$ cat src/rtl/btn_press_pkg.sv
// rtl/btn_press_pkg.sv - shared FSM state type and default timing constants for btn_press_ctrl
package btn_press_pkg;

  typedef enum logic [1:0] {
    WAIT_REL = 2'd0,
    IDLE     = 2'd1,
    SHORT    = 2'd2,
    HOLD     = 2'd3
  } btn_state_e;

  localparam int unsigned PIX_CLK_HZ       = 27_000_000;
  localparam int unsigned DEF_DEBOUNCE_CYC = PIX_CLK_HZ / 100;  // 10 ms
  localparam int unsigned DEF_HOLD_CYC     = PIX_CLK_HZ;        // 1 s
  localparam int unsigned DEF_REPEAT_CYC   = PIX_CLK_HZ / 10;   // 100 ms
  localparam int          DEF_CNT_W        = 25;

endpackage

$ cat src/rtl/btn_debounce.sv
// rtl/btn_debounce.sv - 2-FF synchronizer plus stable-count debounce for the active-low button pin
module btn_debounce
  import btn_press_pkg::*;
#(
  parameter int unsigned DEBOUNCE_CYC = DEF_DEBOUNCE_CYC,
  parameter int          CNT_W        = DEF_CNT_W
) (
  input  logic clk_i,
  input  logic resetn_i,
  input  logic btn_n_i,
  output logic pressed_o,
  output logic pressed_nx_o
);

  localparam logic [CNT_W-1:0] DB_LAST = CNT_W'(DEBOUNCE_CYC - 1);
  localparam logic [CNT_W-1:0] CNT_MAX = '1;

  logic             sync1_q, sync2_q;
  logic             raw_pressed;
  logic             level_q, level_d;
  logic [CNT_W-1:0] cnt_q, cnt_d;

  // Two-flop synchronizer; resets to the released (high) pin level.
  always_ff @(posedge clk_i or negedge resetn_i) begin
    if (!resetn_i) begin
      sync1_q <= 1'b1;
      sync2_q <= 1'b1;
    end else begin
      sync1_q <= btn_n_i;
      sync2_q <= sync1_q;
    end
  end

  assign raw_pressed = ~sync2_q;

  // Count consecutive disagreeing cycles; accept the new level after DEBOUNCE_CYC of them.
  always_comb begin
    level_d = level_q;
    cnt_d   = '0;
    if (raw_pressed != level_q) begin
      if (cnt_q == DB_LAST) begin
        level_d = raw_pressed;
      end else if (cnt_q != CNT_MAX) begin
        cnt_d = cnt_q + CNT_W'(1);
      end else begin
        cnt_d = cnt_q;
      end
    end
  end

  // Debounced level and its stability counter.
  always_ff @(posedge clk_i or negedge resetn_i) begin
    if (!resetn_i) begin
      level_q <= 1'b0;
      cnt_q   <= '0;
    end else begin
      level_q <= level_d;
      cnt_q   <= cnt_d;
    end
  end

  assign pressed_o    = level_q;
  // Next-cycle level lets the classifier switch state on the same edge that pressed changes.
  assign pressed_nx_o = level_d;

endmodule

$ cat src/rtl/btn_press_ctrl.sv
// rtl/btn_press_ctrl.sv - debounced button classifier (short/hold/auto-repeat); repeat pulses built only with BTN_PRESS_REPEAT_EN
module btn_press_ctrl
  import btn_press_pkg::*;
#(
  parameter int unsigned DEBOUNCE_CYC = DEF_DEBOUNCE_CYC,
  parameter int unsigned HOLD_CYC     = DEF_HOLD_CYC,
  parameter int unsigned REPEAT_CYC   = DEF_REPEAT_CYC,
  parameter int          CNT_W        = DEF_CNT_W
) (
  input  logic clk,
  input  logic resetn,
  input  logic btn_n,
  output logic pressed,
  output logic short_pulse,
  output logic hold_start,
  output logic repeat_pulse,
  output logic inc_pulse
);

  localparam logic [CNT_W-1:0] CNT_MAX   = '1;
  localparam logic [CNT_W-1:0] HOLD_LAST = CNT_W'(HOLD_CYC - 1);
  // A button held through reset shows pressed within DEBOUNCE_CYC+2 cycles, so the
  // classifier only arms after the level has read released for longer than that.
  localparam logic [CNT_W-1:0] WAIT_LAST = CNT_W'(DEBOUNCE_CYC + 1);
  localparam longint unsigned  CNT_SPAN  = 64'd1 << CNT_W;

  // Elaborates only for a CNT_W too narrow to reach every terminal count.
  if (CNT_SPAN <= 64'(HOLD_CYC) || CNT_SPAN <= 64'(REPEAT_CYC) ||
      CNT_SPAN <= 64'(DEBOUNCE_CYC)) begin : g_cnt_w_too_narrow
  end

  function automatic logic [CNT_W-1:0] sat_inc(input logic [CNT_W-1:0] v);
    return (v == CNT_MAX) ? v : v + CNT_W'(1);
  endfunction

  btn_state_e       state_q, state_d;
  logic [CNT_W-1:0] hold_cnt_q, hold_cnt_d;
  logic             pressed_nx;
  logic             short_q, short_d;
  logic             hold_q, hold_d;
  logic             inc_q, inc_d;

  btn_debounce #(
    .DEBOUNCE_CYC(DEBOUNCE_CYC),
    .CNT_W       (CNT_W)
  ) u_debounce (
    .clk_i       (clk),
    .resetn_i    (resetn),
    .btn_n_i     (btn_n),
    .pressed_o   (pressed),
    .pressed_nx_o(pressed_nx)
  );

`ifdef BTN_PRESS_REPEAT_EN
  localparam logic [CNT_W-1:0] REP_LAST = CNT_W'(REPEAT_CYC - 1);
  logic [CNT_W-1:0] rep_cnt_q, rep_cnt_d;
  logic             rep_q, rep_d;
`endif

  // Classify the press; hold_cnt doubles as the released-time counter in WAIT_REL.
  always_comb begin
    state_d    = state_q;
    hold_cnt_d = hold_cnt_q;
    short_d    = 1'b0;
    hold_d     = 1'b0;
`ifdef BTN_PRESS_REPEAT_EN
    rep_cnt_d  = rep_cnt_q;
    rep_d      = 1'b0;
`endif
    case (state_q)
      WAIT_REL: begin
        if (pressed_nx) begin
          hold_cnt_d = '0;
        end else if (hold_cnt_q == WAIT_LAST) begin
          state_d    = IDLE;
          hold_cnt_d = '0;
        end else begin
          hold_cnt_d = sat_inc(hold_cnt_q);
        end
      end
      IDLE: begin
        if (pressed_nx) begin
          state_d    = SHORT;
          hold_cnt_d = '0;
        end
      end
      SHORT: begin
        // Threshold is tested first so a release on the same cycle still yields a hold.
        if (hold_cnt_q == HOLD_LAST) begin
          hold_d  = 1'b1;
          state_d = HOLD;
`ifdef BTN_PRESS_REPEAT_EN
          rep_cnt_d = '0;
`endif
        end else if (!pressed_nx) begin
          short_d = 1'b1;
          state_d = IDLE;
        end else begin
          hold_cnt_d = sat_inc(hold_cnt_q);
        end
      end
      HOLD: begin
        if (!pressed_nx) begin
          state_d = IDLE;
        end
`ifdef BTN_PRESS_REPEAT_EN
        else if (rep_cnt_q == REP_LAST) begin
          rep_d     = 1'b1;
          rep_cnt_d = '0;
        end else begin
          rep_cnt_d = sat_inc(rep_cnt_q);
        end
`endif
      end
      default: state_d = WAIT_REL;
    endcase
`ifdef BTN_PRESS_REPEAT_EN
    inc_d = short_d | hold_d | rep_d;
`else
    inc_d = short_d | hold_d;
`endif
  end

  // FSM state, counters and registered event pulses.
  always_ff @(posedge clk or negedge resetn) begin
    if (!resetn) begin
      state_q    <= WAIT_REL;
      hold_cnt_q <= '0;
      short_q    <= 1'b0;
      hold_q     <= 1'b0;
      inc_q      <= 1'b0;
    end else begin
      state_q    <= state_d;
      hold_cnt_q <= hold_cnt_d;
      short_q    <= short_d;
      hold_q     <= hold_d;
      inc_q      <= inc_d;
    end
  end

`ifdef BTN_PRESS_REPEAT_EN
  // Repeat counter and pulse exist only when auto-repeat is built in.
  always_ff @(posedge clk or negedge resetn) begin
    if (!resetn) begin
      rep_cnt_q <= '0;
      rep_q     <= 1'b0;
    end else begin
      rep_cnt_q <= rep_cnt_d;
      rep_q     <= rep_d;
    end
  end
  assign repeat_pulse = rep_q;
`else
  assign repeat_pulse = 1'b0;
`endif

  assign short_pulse = short_q;
  assign hold_start  = hold_q;
  assign inc_pulse   = inc_q;

endmodule

$ cat config.mk
export PLATFORM = sky130hd
export DESIGN_NAME = btn_press_ctrl
export DESIGN_NICKNAME = d
export VERILOG_FILES = /design/src/rtl/btn_press_pkg.sv /design/src/rtl/btn_debounce.sv /design/src/rtl/btn_press_ctrl.sv
export SDC_FILE = /design/constraint.sdc
export NUM_CORES = 1
export LEC_CHECK = 0
export ABC_AREA = 1
export CAP_MARGIN = 20
export CORE_UTILIZATION = 60
export CTS_CLUSTER_DIAMETER = 120
export DETAILED_ROUTE_END_ITERATION = 12
export DONT_BUFFER_PORTS = 1
export GPL_TIMING_DRIVEN = 0
export HOLD_SLACK_MARGIN = 0.12
export PLACE_DENSITY = 0.84
export SETUP_SLACK_MARGIN = 0.05
export SLEW_MARGIN = 20
export SYNTH_ARGS = -nofsm -noshare
export SYNTH_HDL_FRONTEND = slang
export SYNTH_SLANG_ARGS = --single-unit
export TNS_END_PERCENT = 5
$ cat constraint.sdc
create_clock -name clk -period 3.9 [get_ports clk]
set_input_delay 0.585 -clock clk [delete_from_list [all_inputs] [get_ports clk]]
set_output_delay 0.585 -clock clk [all_outputs]
set_load 0.03 [all_outputs]
# Word level (Yosys, flattened, before mapping)
# Index checks and enable logic that the tools add are counted.
# W data, S select, Z words.
# word_totals
reg_bits,58
input_bits,3
out_inout_bits,5
word_cells,55
# op_classes
n_addsub,2
eq_ne,15
muxes,23
bitwise,2
reduce_logical,4
# ops
operator,n
$mux W25,9
$pmux W25 S3,1
$add A25 B1 Y25 const B,2
$eq A25 B19 Y1 const B,2
$eq A25 B25 Y1 const B,2
$ne A25 B25 Y1 const B,1
$mux W2,5
$ne A2 B2 Y1 const B,5
$pmux W2 S4,1
$mux W1,7
$eq A2 B2 Y1 const B,2
$reduce_and A4 Y1,1
$ne A3 B3 Y1 const B,1
$reduce_and A3 Y1,1
$reduce_bool A3 Y1,1
$eq A2 B1 Y1 const B,1
$logic_not A2 Y1,1
$ne A1 B1 Y1,1
$not A1 Y1,1
$or A1 B1 Y1,1

# Logic depth before layout (Yosys ltp)
# Gate-level depths: netlist of run 1.
# logic_depth
ltp_word,7
depth_mapped,14

# Modules after synthesis
# A second synthesis of run 1 with hierarchy kept.
# hier_totals
cells_unflattened,647
hier_area_um2,4215.3
# by_module_without_submodules
mod,instances,cells_per_inst,area_per_inst_um2,seq_area_each_um2
btn_press_ctrl,1,394,2454.9,750.7
btn_debounce,1,253,1760.4,703.2

# Worst setup path after synthesis of run 1
# No wires, ideal clock.
# synth_path
path_type,flip-flop to flip-flop
start,register hold_cnt_q[1]
end,register hold_cnt_q[6]
setup_time_ns,0.074
arrival_time_ns,1.720
required_time_ns,3.826
path_slack_ns,2.106
path_stages_with_launch,13
n_path_buf,1
period_less_slack_ns,1.794
cell_sequence,dfrtp_1 -> ha_1 -> inv_1 -> nor2_8 -> nand2_4 -> nor2_4 -> nand2_2 -> buf_6 -> o21ai_1 -> nand3_1 -> nand2_1 -> nand2_1 -> o21ai_2
# synth_between
elab_chain_len,5
# synth_rtl
item,line,source
"start, declared",btn_press_ctrl.sv:37,"logic [CNT_W-1:0] hold_cnt_q, hold_cnt_d;"
"start signal, assigned",btn_press_ctrl.sv:134,hold_cnt_q <= hold_cnt_d;
$add A25 B1 Y25 / $eq A25 B25 Y1 (equally long branches),btn_press_ctrl.sv:33,return (v == CNT_MAX) ? v : v + CNT_W'(1);
$mux W25,btn_press_ctrl.sv:33,
$mux W25 (on tied branches),"btn_press_ctrl.sv:95, btn_press_ctrl.sv:74",
$mux W25 (on tied branches),"btn_press_ctrl.sv:89, btn_press_ctrl.sv:72",
$pmux W25 S3,btn_press_ctrl.sv:70,case (state_q)
# Parallel ways exist; a longest one is shown, timed or not. The select of a mux whose other input is x is not followed.
# A chain may end at the register's enable or synchronous reset.

# Worst setup path in the final report of run 1
# layout_path
start,register u_debounce.level_q (netlist: u_debounce.pressed_o)
end,register u_debounce.cnt_q[9]
# layout_between
elab_chain_len,2
# layout_rtl
item,line,source
"start, declared",btn_debounce.sv:20,"logic level_q, level_d;"
"start signal, assigned",btn_debounce.sv:57,level_q <= level_d;
$ne A1 B1 Y1 (*),btn_debounce.sv:40,if (raw_pressed != level_q) begin
$ne A3 B3 Y1 (no source line) / $mux W25 (equally long branches),--,
"end signal, assigned",btn_debounce.sv:58,cnt_q <= cnt_d;
"end, declared",btn_debounce.sv:21,"logic [CNT_W-1:0] cnt_q, cnt_d;"
# Every way passes the cells marked *; elsewhere a longest branch is shown, timed or not.

==> results.md, run 1 <==
- Counting distinct cell types in the post-synthesis netlist gives 38.
- Setup violations remaining at the end of the flow were counted as 0.
- The first global-routing pass estimated 21600 um of wire.
- The switching power total is 0.0002899 W.
- Summing over every cut layer, the via total after detailed routing is 4791.
- Per report_power, the clock group accounts for 44.1% of the total.
- The post-detailed-placement cell area is 4672 sq um.
- The part of the total power dissipated in combinational logic is 2.8%.
- The clock passes through at most 2 buffers.
- The total negative setup slack is 0 ns.
- The cell sitting at the root of the clock tree is a sky130_fd_sc_hd__clkbuf_8.
- The final-layout fill cell count is 712.
- The HPWL after detailed placement is 9888 um.
- The area of all placed cells without fillers is 4881 sq um.
- Sequential cells were found to cover 31.97% of the synthesized design area.
- The remaining antenna violation count is 0.
- The detailed router finished its first iteration with 348 violations.
- The nature of the critical path startpoint is a flip-flop.
- VDD sags by at most 0.1662 mV.
- The relative area change from synthesis to final layout is 7.318%.
- The analysis attributes to cell leakage a power of 2.383 nW.
- The initial utilization of the core area, before any placement, comes to 62.37%.
- TritonCTS built the clock tree.
- The clock net in this run drives a total of 58 sinks.
- The top cell types in the final layout, fill and taps aside, are 213 x sky130_fd_sc_hd__nand2_1, 86 x sky130_fd_sc_hd__nand3_1, 75 x sky130_fd_sc_hd__nor2_1, 74 x sky130_fd_sc_hd__inv_1, 56 x sky130_fd_sc_hd__dfrtp_1.
- Global routing used 36.70% of the available tracks across all layers.
- The largest driver fanout on the critical path is 10.
- The number of antenna diodes in the final layout is 0.
- Registers are responsible for 53.1% of the overall power.
- The overall die width is 89.07 um.
- The number of synthesized flops with an enable pin is 0.
- The DRC violations left is 0.
- The worst min-delay path class is primary input to flip-flop.
- Entering global routing, the biggest net connects 59 pins.
- The core area is 7292 sq um.
- Net switching is 25.26% of the power.
- The first detailed-routing pass took 5 iterations.
- The max-slew violation total from the final report is 0.
- Synthesis inferred 58 register bits.
- The post-synth design cell area is 4548 sq um.
- The combined area of the multi-input logic cells is 2646 sq um.
- Dividing the detail-routed wire length by the instance count gives 16.87 um.
- The most common library cell in the layout ignoring fill and taps is sky130_fd_sc_hd__nand2_1.
- The worst-margin pin slew is 0.8427 ns.
- The run finished with clean final reports.
- The residual overflow from global routing is 0.
- The async set-reset flop share out of synthesis is 100.0%.
- The clock-pin slew of the registers on the worst-case setup and hold paths is 0.07 ns.
- For this run, the leading register cell type out of synthesis is sky130_fd_sc_hd__dfrtp_1.
- For the worst setup path, the data arrival time is 2.67 ns.
- Leaving out filler cells and counting taps, the final layout contains 809.
- The net count of the finished layout is 717.
- In the synthesized netlist, the number of instances is 692.
- Max-cap violations in this run came to 0.
- The average cell area after synthesis is 6.572 sq um.
- The number of global-route vias before repair is 4538.
- For this run, the share of the core covered by cells in the final layout is 66.94%.
- The cell count after placement is 791.
- Dividing the final minimum period by the clock period gives 63.15%.
- The die height is 89.07 um.
- The number of clock buffers added by TritonCTS is 9.
- Data on the critical path is required at its endpoint by 4.11 ns.
- STA classifies the critical path endpoint as a flip-flop.
- The number of core rows is 31.
- After detailed routing, the total wire length is 13650 um.
- The depth of the CTS H-tree is 3.
- The clock reaches the later pin of the worst-skew pair after 0.35 ns.
- The count of endpoints failing hold in the final timing report is 0.
- In this run the tightest slew margin relative to its limit is 43.63%.
- In the final layout, the share of cells above drive strength 1 is 10.70%.
- The internal cell power is 0.0008577 W.
- On the final layout, the worst clock skew is 0.006241 ns.
- Dividing total power by cell area gives a power density of 235.1 nW/um^2.
- The number of nets in the synthesized netlist is 704.
- Registers take 1454 sq um.
- The die covers 7933 sq um.
- The weighted congestion reported at the end of routability-driven placement is 0.9932.
- The average via count per standard cell is 5.922.
- The number of primary I/O pins is 8.
- Timing would allow up to 0.4061 GHz.
- The post-route worst hold slack is 0.2254 ns.
- The count of buffers added on input and output ports is 0.
- Setup repair after global routing left no endpoint under its margin.
- The initial antenna violation count is 0.
- The routed design could run at a clock period as short as 2.463 ns.
- The count of warnings emitted by yosys is 0.
- The critical path class is flip-flop to flip-flop.
through the flow:
step / setup WS [ns] / total power, W
finish: 1.437 / 0.001148
global route: 1.340 / 0.001177
CTS: 1.535 / 0.001154
detailed placement: 1.562 / 0.0006360
global placement: 1.611 / 0.0006350
floorplan: 2.106 / 0.0006307
sequential cells by signal, summed over array words and instances, names as in the netlist:
signal / flops
u_debounce.pressed_o: 1
u_debounce.cnt_q: 25
state_q: 2
short_pulse: 1
hold_cnt_q: 25
u_debounce.sync2_q: 1
u_debounce.sync1_q: 1
inc_pulse: 1
hold_start: 1
logic make-up (layout without fill, tap and decap cells):
logic type               Yosys count  count (layout)  synth area share [%]
flip-flops                        58              58                 31.97
XOR/XNOR                          15              15                 2.889
adder cells (fa/ha/maj)            9               9                 2.476
AND/OR/NAND/NOR                  461             461                 45.61
other                              1               1               0.08245
buffers and inverters            101             119                 9.849
AO/OA/AOI/OAI                     47              47                 7.125
worst paths after layout:
path	start	endpoint	slack [ns]	depth (start not counted)
worst max-delay path	u_debounce.pressed_o$_DFF_PN0_	u_debounce.cnt_q[9]$_DFFE_PN0P_	1.44	5
worst min-delay path	btn_n	u_debounce.sync1_q$_DFF_PN1_	0.23	0
worst max register to register	u_debounce.pressed_o$_DFF_PN0_	u_debounce.cnt_q[9]$_DFFE_PN0P_	1.44	5
worst min register to register	u_debounce.sync1_q$_DFF_PN1_	u_debounce.sync2_q$_DFF_PN1_	0.36	0
max in group asynchronous	resetn	u_debounce.sync2_q$_DFF_PN1_	2.83	2
min in group asynchronous	resetn	u_debounce.cnt_q[9]$_DFFE_PN0P_	0.77	2
area by class of cell:
| cell class | count | area share, % |
|---|---|---|
| sequential | 58 | 29.79 |
| inverter | 78 | 5.998 |
| multi-input combinational | 533 | 54.22 |
| clock inverter | 5 | 0.6152 |
| timing repair buffer | 2 | 0.7690 |
| clock buffer | 11 | 2.897 |
| tap | 99 | 2.538 |
| buffer | 23 | 3.179 |
critical path, stage by stage, from the launching register on:
cell,delay [ns]
sky130_fd_sc_hd__dfrtp_1,0.57
sky130_fd_sc_hd__xor2_1,0.72
sky130_fd_sc_hd__inv_2,0.24
sky130_fd_sc_hd__nand3_1,0.36
sky130_fd_sc_hd__buf_2,0.30
sky130_fd_sc_hd__o21ai_0,0.14
routing by layer:
layer	global-route usage (%)	share of wire [%]
met1	40.06	39
met2	64.13	49
met3	8.587	7.1
met4	23.81	4.8
met5	0	0
power groups by stage:
stage	registers (W)	logic [W]	clock network, W
after floorplan	0.000619	0.0000115	0
after global placement	0.000620	0.0000151	0
after detailed placement	0.000620	0.0000160	0
after CTS	0.000609	0.0000325	0.000513
after global routing	0.000609	0.0000367	0.000532
final	0.000609	0.0000325	0.000506
repair_timing:
item,CTS,global route
buffers inserted,0,0
hold buffers,2,0
resized for setup,0,0
hold endpoints to repair,58,0
cells in the mapped netlist (2+ instances only):
master | count | area [sq um]
sky130_fd_sc_hd__nand2_1 | 213 | 799.5
sky130_fd_sc_hd__nand3_1 | 86 | 430.4
sky130_fd_sc_hd__nor2_1 | 75 | 281.5
sky130_fd_sc_hd__inv_1 | 74 | 277.8
sky130_fd_sc_hd__dfrtp_1 | 56 | 1401
sky130_fd_sc_hd__nand4_1 | 29 | 181.4
sky130_fd_sc_hd__nor3_1 | 23 | 115.1
sky130_fd_sc_hd__nand2_2 | 19 | 118.9
sky130_fd_sc_hd__o21ai_2 | 16 | 140.1
sky130_fd_sc_hd__o21ai_0 | 14 | 70.07
sky130_fd_sc_hd__xor2_1 | 12 | 105.1
sky130_fd_sc_hd__ha_1 | 9 | 112.6
sky130_fd_sc_hd__o31ai_1 | 9 | 67.56
sky130_fd_sc_hd__clkbuf_1 | 8 | 30.03
sky130_fd_sc_hd__buf_2 | 4 | 20.02
sky130_fd_sc_hd__buf_6 | 4 | 45.04
sky130_fd_sc_hd__nor4_1 | 4 | 25.02
sky130_fd_sc_hd__a21oi_1 | 3 | 15.01
sky130_fd_sc_hd__buf_4 | 3 | 22.52
sky130_fd_sc_hd__inv_2 | 3 | 11.26
sky130_fd_sc_hd__nand3b_1 | 3 | 22.52
sky130_fd_sc_hd__xnor2_1 | 3 | 26.28
sky130_fd_sc_hd__buf_1 | 2 | 7.510
sky130_fd_sc_hd__buf_8 | 2 | 30.03
sky130_fd_sc_hd__dfstp_2 | 2 | 52.55
sky130_fd_sc_hd__nor2_8 | 2 | 40.04
sky130_fd_sc_hd__nor3b_1 | 2 | 15.01
sky130_fd_sc_hd__o21ai_1 | 2 | 10.01
(Power assumes the default switching activity.)
==> inputs of run 2 (changes only) <==
==> constraint.sdc (replaced) <==
create_clock -name clk -period 2.6 [get_ports clk]
set_input_delay 0.39 -clock clk [delete_from_list [all_inputs] [get_ports clk]]
set_output_delay 0.39 -clock clk [all_outputs]
set_load 0.03 [all_outputs]
==> results.md, run 2 (synthesis gave the netlist of run 1 again) <==
- The average via count per standard cell is 5.940 (+0.29%).
- Leaving out fill and tap cells, the most frequent cell in the layout is sky130_fd_sc_hd__nand2_1.
- The routed via count is 4811 (+0.42%).
- The number of clock buffers inserted by TritonCTS is 9 (unchanged).
- The power density over cell area was 351.9 nW/um^2 (+50%).
- In this run the clock root is driven by a sky130_fd_sc_hd__clkbuf_8.
- STA classifies the critical path startpoint as a flip-flop.
- The startpoint identified for the worst hold timing path is u_debounce.sync1_q$_DFF_PN1_.
- The HPWL after detailed placement was 9888 um (unchanged).
- The count of clock tree sinks is 58 (unchanged).
- The area of the die came to 7933 sq um (unchanged).
- The total wire length after detailed routing is 13720 um (+0.55%).
- The maximum buffer depth of the clock tree came to 2 (unchanged).
- The largest registers in the layout are hold_cnt_q (25), u_debounce.cnt_q (25), state_q (2).
- The max-slew violation total from the final report was 0 (unchanged).
- The source of the worst register-to-register timing path is state_q[0]$_DFFE_PN0P_.
- The standby leakage power came to 2.388 nW (+0.20%).
- The critical register-to-register path endpoint is hold_cnt_q[22]$_DFFE_PN0P_.
- The critical path required time was 2.89 ns (-1.22 ns).
- The element type at the critical path end is a flip-flop.
- The global-route wire length before repair is 21600 um (unchanged).
- The number of global-route vias before repair is 4545 (+0.15%).
- The number of detailed-routing iterations run before antenna repair was 5 (unchanged).
- The remaining antenna violation count was 0 (unchanged).
- The overall global routing resource usage is 36.70% (unchanged).
- The weighted congestion reported at the end of routability-driven placement was 0.9932 (unchanged).
- Setup repair after global routing left no endpoint under its margin.
- The initial antenna violation count is 0 (unchanged).
- The end point of the most critical hold path is u_debounce.sync2_q$_DFF_PN1_.
- The depth of the CTS H-tree is 3 (unchanged).
- The worst-margin pin slew was 0.7125 ns (-0.1302 ns).
- The core area is 7292 sq um (unchanged).
- The peak ir drop on the vdd network is 0.2423 mV (+46%).
- The post-detailed-placement cell area is 4672 sq um (unchanged).
- The fraction of layout instances using a drive strength above 1 is 10.83% (+0.13 points).
- The final-stage net count is 718 (+0.14%).
- The number of primary I/O pins is 8 (unchanged).
- The worst reg-to-reg setup slack is 0.23 ns (-1.20 ns).
- From synthesis to final layout, the design area changed by 7.703%.
- The iteration-0 DRC count of the detailed router came to 354 (+1.7%).
- The worst reg-to-reg path cell count came to 9 (+4).
- The TritonCTS clock tree is yes.
- The count of port buffers added during placement is 0 (unchanged).
- The area of all placed cells without fillers was 4898 sq um (+0.36%).
- The clock period minus worst slack is 2.367 ns (-0.09603 ns).
- The clock latency reported for the late side of the worst-skew pair was 0.35 ns (about the same).
- The DRC violations left is 0 (unchanged).
- The cell count after placement was 791 (unchanged).
- The count of endpoints failing hold in the final timing report came to 0 (unchanged).
- The signal arrival time at the worst endpoint came to 2.65 ns (-0.02 ns).
- The setup skew after layout is 0.01059 ns (+0.004347 ns).
- The residual overflow from global routing is 0 (unchanged).
- The number of maximum-capacitance violations is 0 (unchanged).
- The final-layout fill cell count was 706 (-0.84%).
- The final-report setup violation count is 0 (unchanged).
- The diode insertion count for antenna repair is 0 (unchanged).
- The wire length per cell after detailed routing is 16.94 um (+0.43%).
- The hold-critical path depth is 0 (unchanged).
- The final standard cell count with taps included and fillers excluded is 810 (+0.12%).
- The overall die width is 89.07 um (unchanged).
- The starting density of the core came to 62.37% (unchanged).
- In the layout the commonest cells are 213 x sky130_fd_sc_hd__nand2_1, 86 x sky130_fd_sc_hd__nand3_1, 75 x sky130_fd_sc_hd__nor2_1, 74 x sky130_fd_sc_hd__inv_1, 56 x sky130_fd_sc_hd__dfrtp_1.
- The largest driver fanout on the critical path is 10 (unchanged).
- The clock-pin slew of the registers on the worst-case setup and hold paths is 0.08 ns (about the same).
- In this run the worst hold path is classified as flip-flop to flip-flop.
- The number of core rows came to 31 (unchanged).
- The share of the cycle needed by the critical path after routing was 91.02% (+28 points).
- The achievable clock frequency is 0.4225 GHz (+4.1%).
- The die height is 89.07 um (unchanged).
- The critical path is of the flip-flop to flip-flop type.
- The total negative setup slack is 0 ns (unchanged).
- The relative slew slack is 52.32% (+8.7 points).
- The pin count of the biggest net entering global routing was 59 (unchanged).
- The flow ran to the end, and the final reports show no timing, DRC or antenna violations.
run 2: critical path: stages (launching register included):
cell and delay [ns]:
sky130_fd_sc_hd__dfrtp_1 0.48, sky130_fd_sc_hd__inv_1 0.12, sky130_fd_sc_hd__ha_1 0.30, sky130_fd_sc_hd__clkbuf_1 0.24, sky130_fd_sc_hd__inv_1 0.27, sky130_fd_sc_hd__buf_1 0.52, sky130_fd_sc_hd__nand3_1 0.16, sky130_fd_sc_hd__nand2_1 0.11
sky130_fd_sc_hd__nand2_2 0.05, sky130_fd_sc_hd__o21ai_2 0.05
run 2: per-stage QoR:
stage	power [W]	hold WS, ns	setup WS (ns)	util (%)
5_1_grt	0.001768	0.3645	0.06633	67.18
2_1_floorplan	0.0009460	0.09441	0.8057	-
4_1_cts	0.001732	0.3626	0.2347	67.07
6_report	0.001724	0.3600	0.2334	67.18
3_5_place_dp	0.0009540	0.09554	0.2624	64.07
3_3_place_gp	0.0009525	0.09554	0.3111	64.07
run 2: layout make-up:
class	count	area, sq um	area share, %
Inverter	78	292.8	5.977
Timing Repair Buffer	3	47.55	0.9706
Clock inverter	5	30.03	0.6130
Multi-Input combinational cell	533	2654	54.18
Buffer	23	155.1	3.167
Sequential cell	58	1454	29.68
Clock buffer	11	141.4	2.886
Tap cell	99	123.9	2.529
run 2: how the worst max path moves through the flow:
stage	slack [ns]	start	to
floorplan	0.81	hold_cnt_q[1]$_DFFE_PN0P_	hold_cnt_q[6]$_DFFE_PN0P_
finish	0.23	state_q[0]$_DFFE_PN0P_	hold_cnt_q[22]$_DFFE_PN0P_
global placement	0.31	u_debounce.pressed_o$_DFF_PN0_	u_debounce.cnt_q[2]$_DFFE_PN0P_
CTS	0.23	u_debounce.pressed_o$_DFF_PN0_	u_debounce.cnt_q[8]$_DFFE_PN0P_
global route	0.07	u_debounce.cnt_q[0]$_DFFE_PN0P_	hold_cnt_q[11]$_DFFE_PN0P_
detailed placement	0.26	u_debounce.pressed_o$_DFF_PN0_	u_debounce.cnt_q[5]$_DFFE_PN0P_
run 2: report_power, final:
group          leakage, nW  internal (W)  total (W)  switching, W
Clock               0.0851      0.000367   0.000761      0.000394
Sequential           0.787      0.000908   0.000913    0.00000490
Combinational         1.52     0.0000129  0.0000497     0.0000368
Total                 2.39       0.00129    0.00172      0.000436
run 2: routing by layer:
| metal | part of all wire [%] | GRT usage (%) | wire length, um | vias up |
|---|---|---|---|---|
| met1 | 39 | 40.06 | 5310 | 2270 |
| li1 | - | - | - | 2269 |
| met3 | 7.0 | 8.587 | 965 | 59 |
| met2 | 49 | 64.13 | 6743 | 213 |
| met5 | 0 | 0 | 0 | - |
| met4 | 5.1 | 23.81 | 699 | 0 |
run 2: what timing repair did:
action                                  4_1_cts  5_1_grt
hold buffers                                  3        0
setup buffers                                 0        0
endpoints found under the hold margin        59        0
endpoints found under the setup margin        0        1
resized for setup                             0        1
